--- config.mk ---
export PLATFORM = sky130hd
export DESIGN_NAME = rv_wb_lsu
export DESIGN_NICKNAME = d
export VERILOG_FILES = /design/src/rtl/rv_wb_lsu.sv
export SDC_FILE = /design/constraint.sdc
export NUM_CORES = 1
export LEC_CHECK = 0
export CORE_MARGIN = 3
export CORE_UTILIZATION = 55
export DETAILED_ROUTE_END_ITERATION = 10
export GPL_TIMING_DRIVEN = 0
export PLACE_DENSITY = 0.76
export SYNTH_ARGS = -nofsm -noshare
export SYNTH_HDL_FRONTEND = slang
export SYNTH_SLANG_ARGS = --single-unit
--- constraint.sdc ---
create_clock -name i_clk -period 3.35 [get_ports i_clk]
set_input_delay 0.67 -clock i_clk [delete_from_list [all_inputs] [get_ports i_clk]]
set_output_delay 0.67 -clock i_clk [all_outputs]
set_load 0.01 [all_outputs]
--- src/rtl/rv_wb_lsu.sv ---
// RV32 load/store unit: TCM decode, posted-write FIFO and a single Wishbone master port.
// Optional bus-cycle timeout is compiled in when LSU_TIMEOUT_EN is defined.
module rv_wb_lsu #(
  parameter int WBUF_DEPTH = 4,
  parameter int SEL_MSB = 31,
  parameter int SEL_LSB = 28,
  parameter logic [SEL_MSB-SEL_LSB:0] TCM_SEL = 4'h0,
  parameter int TIMEOUT_CYCLES = 255
) (
  input  logic        i_clk,
  input  logic        i_reset_n,
  input  logic        i_req,
  input  logic        i_we,
  input  logic [31:0] i_addr,
  input  logic [31:0] i_wdata,
  input  logic [2:0]  i_funct3,
  output logic        o_stall,
  output logic [31:0] o_rdata,
  output logic        o_rvalid,
  output logic        o_err,
  output logic        o_tcm_hit,
  output logic [31:0] o_wb_adr,
  output logic [31:0] o_wb_dat,
  input  logic [31:0] i_wb_dat,
  output logic        o_wb_we,
  output logic [3:0]  o_wb_sel,
  output logic        o_wb_stb,
  output logic        o_wb_cyc,
  input  logic        i_wb_ack,
  input  logic        i_wb_err
);
  localparam int PW = (WBUF_DEPTH > 1) ? $clog2(WBUF_DEPTH) : 1;
  localparam logic [PW:0] FULL_CNT = (PW+1)'(WBUF_DEPTH);

  typedef enum logic [1:0] {IDLE, WRITE, READ} state_t;
  state_t state;

  logic [31:0]   adr_mem [WBUF_DEPTH];
  logic [31:0]   dat_mem [WBUF_DEPTH];
  logic [3:0]    sel_mem [WBUF_DEPTH];
  logic [PW-1:0] wr_ptr, rd_ptr;
  logic [PW:0]   count;
  logic          load_busy;
  logic [31:0]   ld_addr;
  logic [2:0]    ld_f3;

  logic        misaligned, lsu_req, full, load_wait, load_start, push, pop, err_accept;
  logic        bus_err, bus_done;
  logic [3:0]  st_sel;
  logic [31:0] st_dat;

  function automatic logic [3:0] lane_sel(input logic [2:0] f3, input logic [1:0] a);
    case (f3[1:0])
      2'b00:   lane_sel = 4'b0001 << a;
      2'b01:   lane_sel = 4'b0011 << {a[1], 1'b0};
      default: lane_sel = 4'b1111;
    endcase
  endfunction

  function automatic logic [31:0] load_ext(input logic [2:0] f3, input logic [1:0] a,
                                           input logic [31:0] d);
    logic [7:0]  b;
    logic [15:0] h;
    b = d[{a, 3'b000} +: 8];
    h = d[{a[1], 4'b0000} +: 16];
    case (f3)
      3'b000:  load_ext = {{24{b[7]}}, b};
      3'b001:  load_ext = {{16{h[15]}}, h};
      3'b100:  load_ext = {24'h0, b};
      3'b101:  load_ext = {16'h0, h};
      default: load_ext = d;
    endcase
  endfunction

  assign o_tcm_hit  = i_req & (i_addr[SEL_MSB:SEL_LSB] == TCM_SEL);
  assign misaligned = (i_funct3[1:0] == 2'b01 && i_addr[0]) ||
                      (i_funct3[1] && i_addr[1:0] != 2'b00);
  assign lsu_req    = i_req & ~o_tcm_hit;
  assign full       = (count == FULL_CNT);
  // A load is held in the stage until its data returns; the o_rvalid cycle releases it
  // and must not be mistaken for a fresh load.
  assign load_wait  = lsu_req & ~i_we & ~misaligned & ~o_rvalid;
  assign load_start = load_wait & ~load_busy;
  assign o_stall    = i_reset_n & ((lsu_req & i_we & full) | load_wait);
  assign push       = lsu_req & i_we & ~misaligned & ~full;
  assign err_accept = lsu_req & misaligned & ~o_stall;

  always_comb begin
    st_sel = lane_sel(i_funct3, i_addr[1:0]);
    case (i_funct3[1:0])
      2'b00:   st_dat = {4{i_wdata[7:0]}};
      2'b01:   st_dat = {2{i_wdata[15:0]}};
      default: st_dat = i_wdata;
    endcase
  end

`ifdef LSU_TIMEOUT_EN
  localparam int TW = $clog2(TIMEOUT_CYCLES + 1);
  logic [TW-1:0] tmo_cnt;
  logic          timeout;

  // tmo_cnt equals the number of stb-high cycles already elapsed in this bus cycle
  assign timeout = o_wb_stb & (tmo_cnt == TW'(TIMEOUT_CYCLES - 1));
  assign bus_err = o_wb_stb & (i_wb_err | timeout);

  always_ff @(posedge i_clk or negedge i_reset_n) begin
    if (!i_reset_n)                tmo_cnt <= '0;
    else if (!o_wb_stb || bus_done) tmo_cnt <= '0;
    else                           tmo_cnt <= tmo_cnt + 1'b1;
  end
`else
  assign bus_err = o_wb_stb & i_wb_err;
`endif

  assign bus_done = (o_wb_stb & i_wb_ack) | bus_err;
  assign pop      = (state == WRITE) & bus_done;

  always_ff @(posedge i_clk) begin
    if (push) begin
      adr_mem[wr_ptr] <= {i_addr[31:2], 2'b00};
      dat_mem[wr_ptr] <= st_dat;
      sel_mem[wr_ptr] <= st_sel;
    end
  end

  always_ff @(posedge i_clk or negedge i_reset_n) begin
    if (!i_reset_n) begin
      state     <= IDLE;
      wr_ptr    <= '0;
      rd_ptr    <= '0;
      count     <= '0;
      load_busy <= 1'b0;
      ld_addr   <= '0;
      ld_f3     <= '0;
      o_rdata   <= '0;
      o_rvalid  <= 1'b0;
      o_err     <= 1'b0;
      o_wb_adr  <= '0;
      o_wb_dat  <= '0;
      o_wb_we   <= 1'b0;
      o_wb_sel  <= '0;
      o_wb_stb  <= 1'b0;
      o_wb_cyc  <= 1'b0;
    end else begin
      o_rvalid <= 1'b0;
      o_err    <= err_accept | bus_err;
      count    <= count + (PW+1)'(push) - (PW+1)'(pop);
      if (push) wr_ptr <= wr_ptr + 1'b1;
      if (load_start) begin
        load_busy <= 1'b1;
        ld_addr   <= i_addr;
        ld_f3     <= i_funct3;
      end
      case (state)
        IDLE: begin
          if (count != '0)                  state <= WRITE;
          else if (load_busy || load_start) state <= READ;
        end
        WRITE: begin
          if (!o_wb_stb) begin
            o_wb_stb <= 1'b1;
            o_wb_cyc <= 1'b1;
            o_wb_we  <= 1'b1;
            o_wb_adr <= adr_mem[rd_ptr];
            o_wb_dat <= dat_mem[rd_ptr];
            o_wb_sel <= sel_mem[rd_ptr];
          end else if (bus_done) begin
            o_wb_stb <= 1'b0;
            o_wb_cyc <= 1'b0;
            o_wb_we  <= 1'b0;
            rd_ptr   <= rd_ptr + 1'b1;
            if (count == (PW+1)'(1)) state <= IDLE;
          end
        end
        READ: begin
          if (!o_wb_stb) begin
            o_wb_stb <= 1'b1;
            o_wb_cyc <= 1'b1;
            o_wb_we  <= 1'b0;
            o_wb_adr <= {ld_addr[31:2], 2'b00};
            o_wb_dat <= '0;
            o_wb_sel <= lane_sel(ld_f3, ld_addr[1:0]);
          end else if (bus_done) begin
            o_wb_stb  <= 1'b0;
            o_wb_cyc  <= 1'b0;
            o_rvalid  <= 1'b1;
            o_rdata   <= bus_err ? 32'h0 : load_ext(ld_f3, ld_addr[1:0], i_wb_dat);
            load_busy <= 1'b0;
            state     <= IDLE;
          end
        end
        default: state <= IDLE;
      endcase
    end
  end
endmodule

==> results.py <==
metrics = {
    "timing": {
        "rsz0062_at_grt": "no",
        "setup_viol": 0,
        "maxSlewViolCount": 0,
        "worstMarginPinSlew_ns": 0.8871,
        "hold_viol": 0,
        "fin_crit_ns": 3.142,
        "relSlewSlack": 0.4086,
        "skew_ns": 0.01174,
        "max_freq_mhz": 318.2,
        "period_share": 0.9380,
    },
    "pwr": {
        "vdd_drop_max_v": 0.0005554,
        "finalPower_mw": 17.00,
        "power_leakage_nw": 7.563,
        "cellPowerDensity_mw_per_mm2": 828.3,
    },
    "place": {
        "dp_hpwl_um": 25120,
        "port_buffers": 209,
        "place_congestion": 0.8667,
        "dpl-instance-area_mm2": 0.01919,
    },
    "worst_setup_path": {
        "required_ns": 3.78,
        "critPathKind": "in2reg",
        "start_kind": "input pin",
        "cp_data_arrival_time_ns": 3.57,
        "cp_max_fo": 10,
        "ff2ff_setup_slack_ns": 0.35,
        "endpoint_kind": "register",
    },
    "floorplanning": {
        "core.rowCount": 62,
        "dieArea_mm2": 0.03206,
        "die_h_um": 179.1,
        "pin_count": 212,
        "die_x_um": 179.1,
        "core_mm2": 0.02909,
        "initial_core_util": 0.5663,
    },
    "grt": {
        "gr-usage-met2": 0.3989,
        "gr-total-overflow": 0,
        "antenna_found_initial": 0,
        "grt_pass1_wl_um": 58570,
        "first_global_vias": 9947,
        "grt_use_met1": 0.3427,
        "busiest_layer": "met2",
        "met3_usage": 0.04130,
        "grt_max_degree": 117,
        "grt_usage": 0.2432,
    },
    "cts": {
        "cts_max_level": 2,
        "cts.sinks": 412,
        "cts_inserted_buffers": 42,
        "cts_tree": "done",
        "cts_max_path_buffers": 3,
        "clkLatencyLatePin_ns": 0.52,
        "clk_pin_slew_worst_paths_ns": 0.06,
        "root_buffer": "clkbuf_16",
    },
    "layout": {
        "diodes": 0,
        "drive_gt1_frac": 0.1870,
        "design_area_mm2": 0.02052,
        "nets": 1344,
        "fin_util": 0.7055,
        "area_growth_pct": 24.58,
    },
    "worst_hold_path": {
        "hold_class": "in2async",
    },
    "routing": {
        "drt_iter0_markers": 669,
        "viasPerCell": 5.849,
        "num_vias": 9628,
        "wl_per_cell_um": 23.28,
        "first_pass_iters": 5,
        "postRouteWirelength_um": 38320,
        "ant_nets": 0,
        "drcViolationCount": 0,
    },
    "synth": {
        "ys.flop_type": "edfxtp_1",
        "synthCells": 970,
        "avgSynthCellArea_um2": 16.98,
        "yosysUniqueCellTypes": 54,
        "ys_seq_area_frac": 0.7061,
        "ys_warn_count": 0,
        "synth-edff-count": 264,
        "netlist_area_mm2": 0.01647,
        "ys_ff_latch": 412,
        "async_reset_ff_frac": 0.3592,
    },
    "status": {
        "status": "complete, no violations",
    },
    "job": {
        "maxCapViolations": 0,
    },
}
[timing repair]
item / CTS / global route
pin swaps: 0 / 0
cloned: 0 / 0
hold buffers: 0 / 0
setup buffers: 0 / 0
endpoints found under the setup margin: 2 / 2
resized for setup: 2 / 4
[stage by stage]
stage          hold slack [ns]  setup WS [ns]  TNS (ns)  instances
2_1_floorplan           0.3744         0.4853         0        971
3_3_place_gp            0.4534         -5.096  -1063.14       1564
3_5_place_dp            0.4588        -0.5538    -80.64       1569
4_1_cts                0.02469        0.01523         0       1646
5_1_grt                0.04174        0.01643         0       1646
6_report               0.02944         0.2078         0       1646
[cell families (layout without fill, tap and decap cells)]
group           Yosys count  after routing  share of synthesized area
compound gates          176            176                    0.07580
xor+xnor                  5              5                   0.002658
fa+ha+maj                10             10                   0.008051
buf+inv                  81            372                    0.02119
flops                   412            412                     0.7061
mux                     157            157                     0.1500
other cells               1              2                  0.0002276
simple gates            128            128                    0.03600
[layout make-up]
type | instances | area, um2
buffer | 62 | 284.0
clock buffer | 54 | 1167
tap | 384 | 480.5
sequential | 412 | 11630
inverter | 19 | 71.32
fill | 1936 | 8568
timing repair buffer | 214 | 2230
multi-input combinational | 478 | 4509
clock inverter | 23 | 148.9
[synth_stat cells, drive strengths merged (4+ instances only)]
cell / instances / area [um2]
edfxtp: 264 / 7928
dfrtp: 148 / 3704
nand2: 67 / 251.5
mux4: 66 / 1486
mux2: 53 / 604.3
o21ai: 51 / 255.2
a21oi: 38 / 190.2
mux2i: 38 / 380.4
a22o: 33 / 289.0
buf: 32 / 165.2
clkbuf: 30 / 112.6
nor2: 26 / 107.6
inv: 19 / 71.32
a221o: 18 / 192.7
nor2b: 11 / 68.82
ha: 9 / 112.6
and2: 7 / 43.79
o221ai: 7 / 61.31
a211oi: 6 / 45.04
a31oi: 6 / 37.54
nand2b: 5 / 31.28
o21bai: 4 / 30.03
xnor2: 4 / 35.03
[final timing paths]
check / startpoint / to / cells after the start
max: i_funct3[1] / count[2] / 14
min: i_reset_n / o_rdata[23] / 1
max reg2reg: state[0] / o_wb_dat[18] / 7
min reg2reg: o_rdata[1] / o_rdata[1] / 2
max in group asynchronous: i_reset_n / o_wb_adr[6] / 2
min in group i_clk: o_rdata[1] / o_rdata[1] / 2
[critical path, stage by stage]
cell	delay [ns]
clkdlybuf4s50_1	0.52
nor2_2	0.21
buf_4	0.25
nor2_1	0.10
nor4bb_1	0.27
clkbuf_4	0.24
inv_1	0.06
ha_1	0.27
inv_1	0.05
ha_1	0.13
inv_1	0.06
fa_1	0.38
xnor2_1	0.21
xnor2_1	0.16
[cell usage in the layout, fill, tap and decap left out, types with 7 or more instances in the layout]
cell               n
mux2_2            51
clkdlybuf4s50_1  207
a22o_1            33
mux4_2            66
dfrtp_1          148
o221ai_1           7
o21ai_0           51
ha_1               9
inv_1             19
a221o_2           10
buf_1              9
clkbuf_16         43
mux2i_1           38
clkbuf_1          35
edfxtp_1         264
buf_2             17
nor2_1            23
a21oi_1           38
nand2_1           67
clkinv_1           7
clkinv_2          10
a221o_1            8
nor2b_1           11
[state kept, by name, summed over array words and instances, names as in the netlist, 2 cells and up]
| signal | cells |
|---|---|
| adr_mem | 120 |
| count | 3 |
| dat_mem | 128 |
| ld_addr | 32 |
| ld_f3 | 3 |
| o_rdata | 32 |
| o_wb_adr | 30 |
| o_wb_dat | 32 |
| o_wb_sel | 4 |
| rd_ptr | 2 |
| sel_mem | 16 |
| state | 2 |
| wr_ptr | 2 |
[where the power goes]
group	internal [mW]	leakage, nW	switching (mW)
combinational	2.84	2.66	2.76
sequential	6.43	4.25	0.547
clock	2.54	0.654	1.87
[metal layers]
layer | vias up | routed length [um]
li1 | 4275 | -
met1 | 4891 | 15740
met2 | 390 | 18790
met3 | 72 | 2907
met4 | 0 | 874
met5 | - | 0
Power figures use the tool's default switching activity.
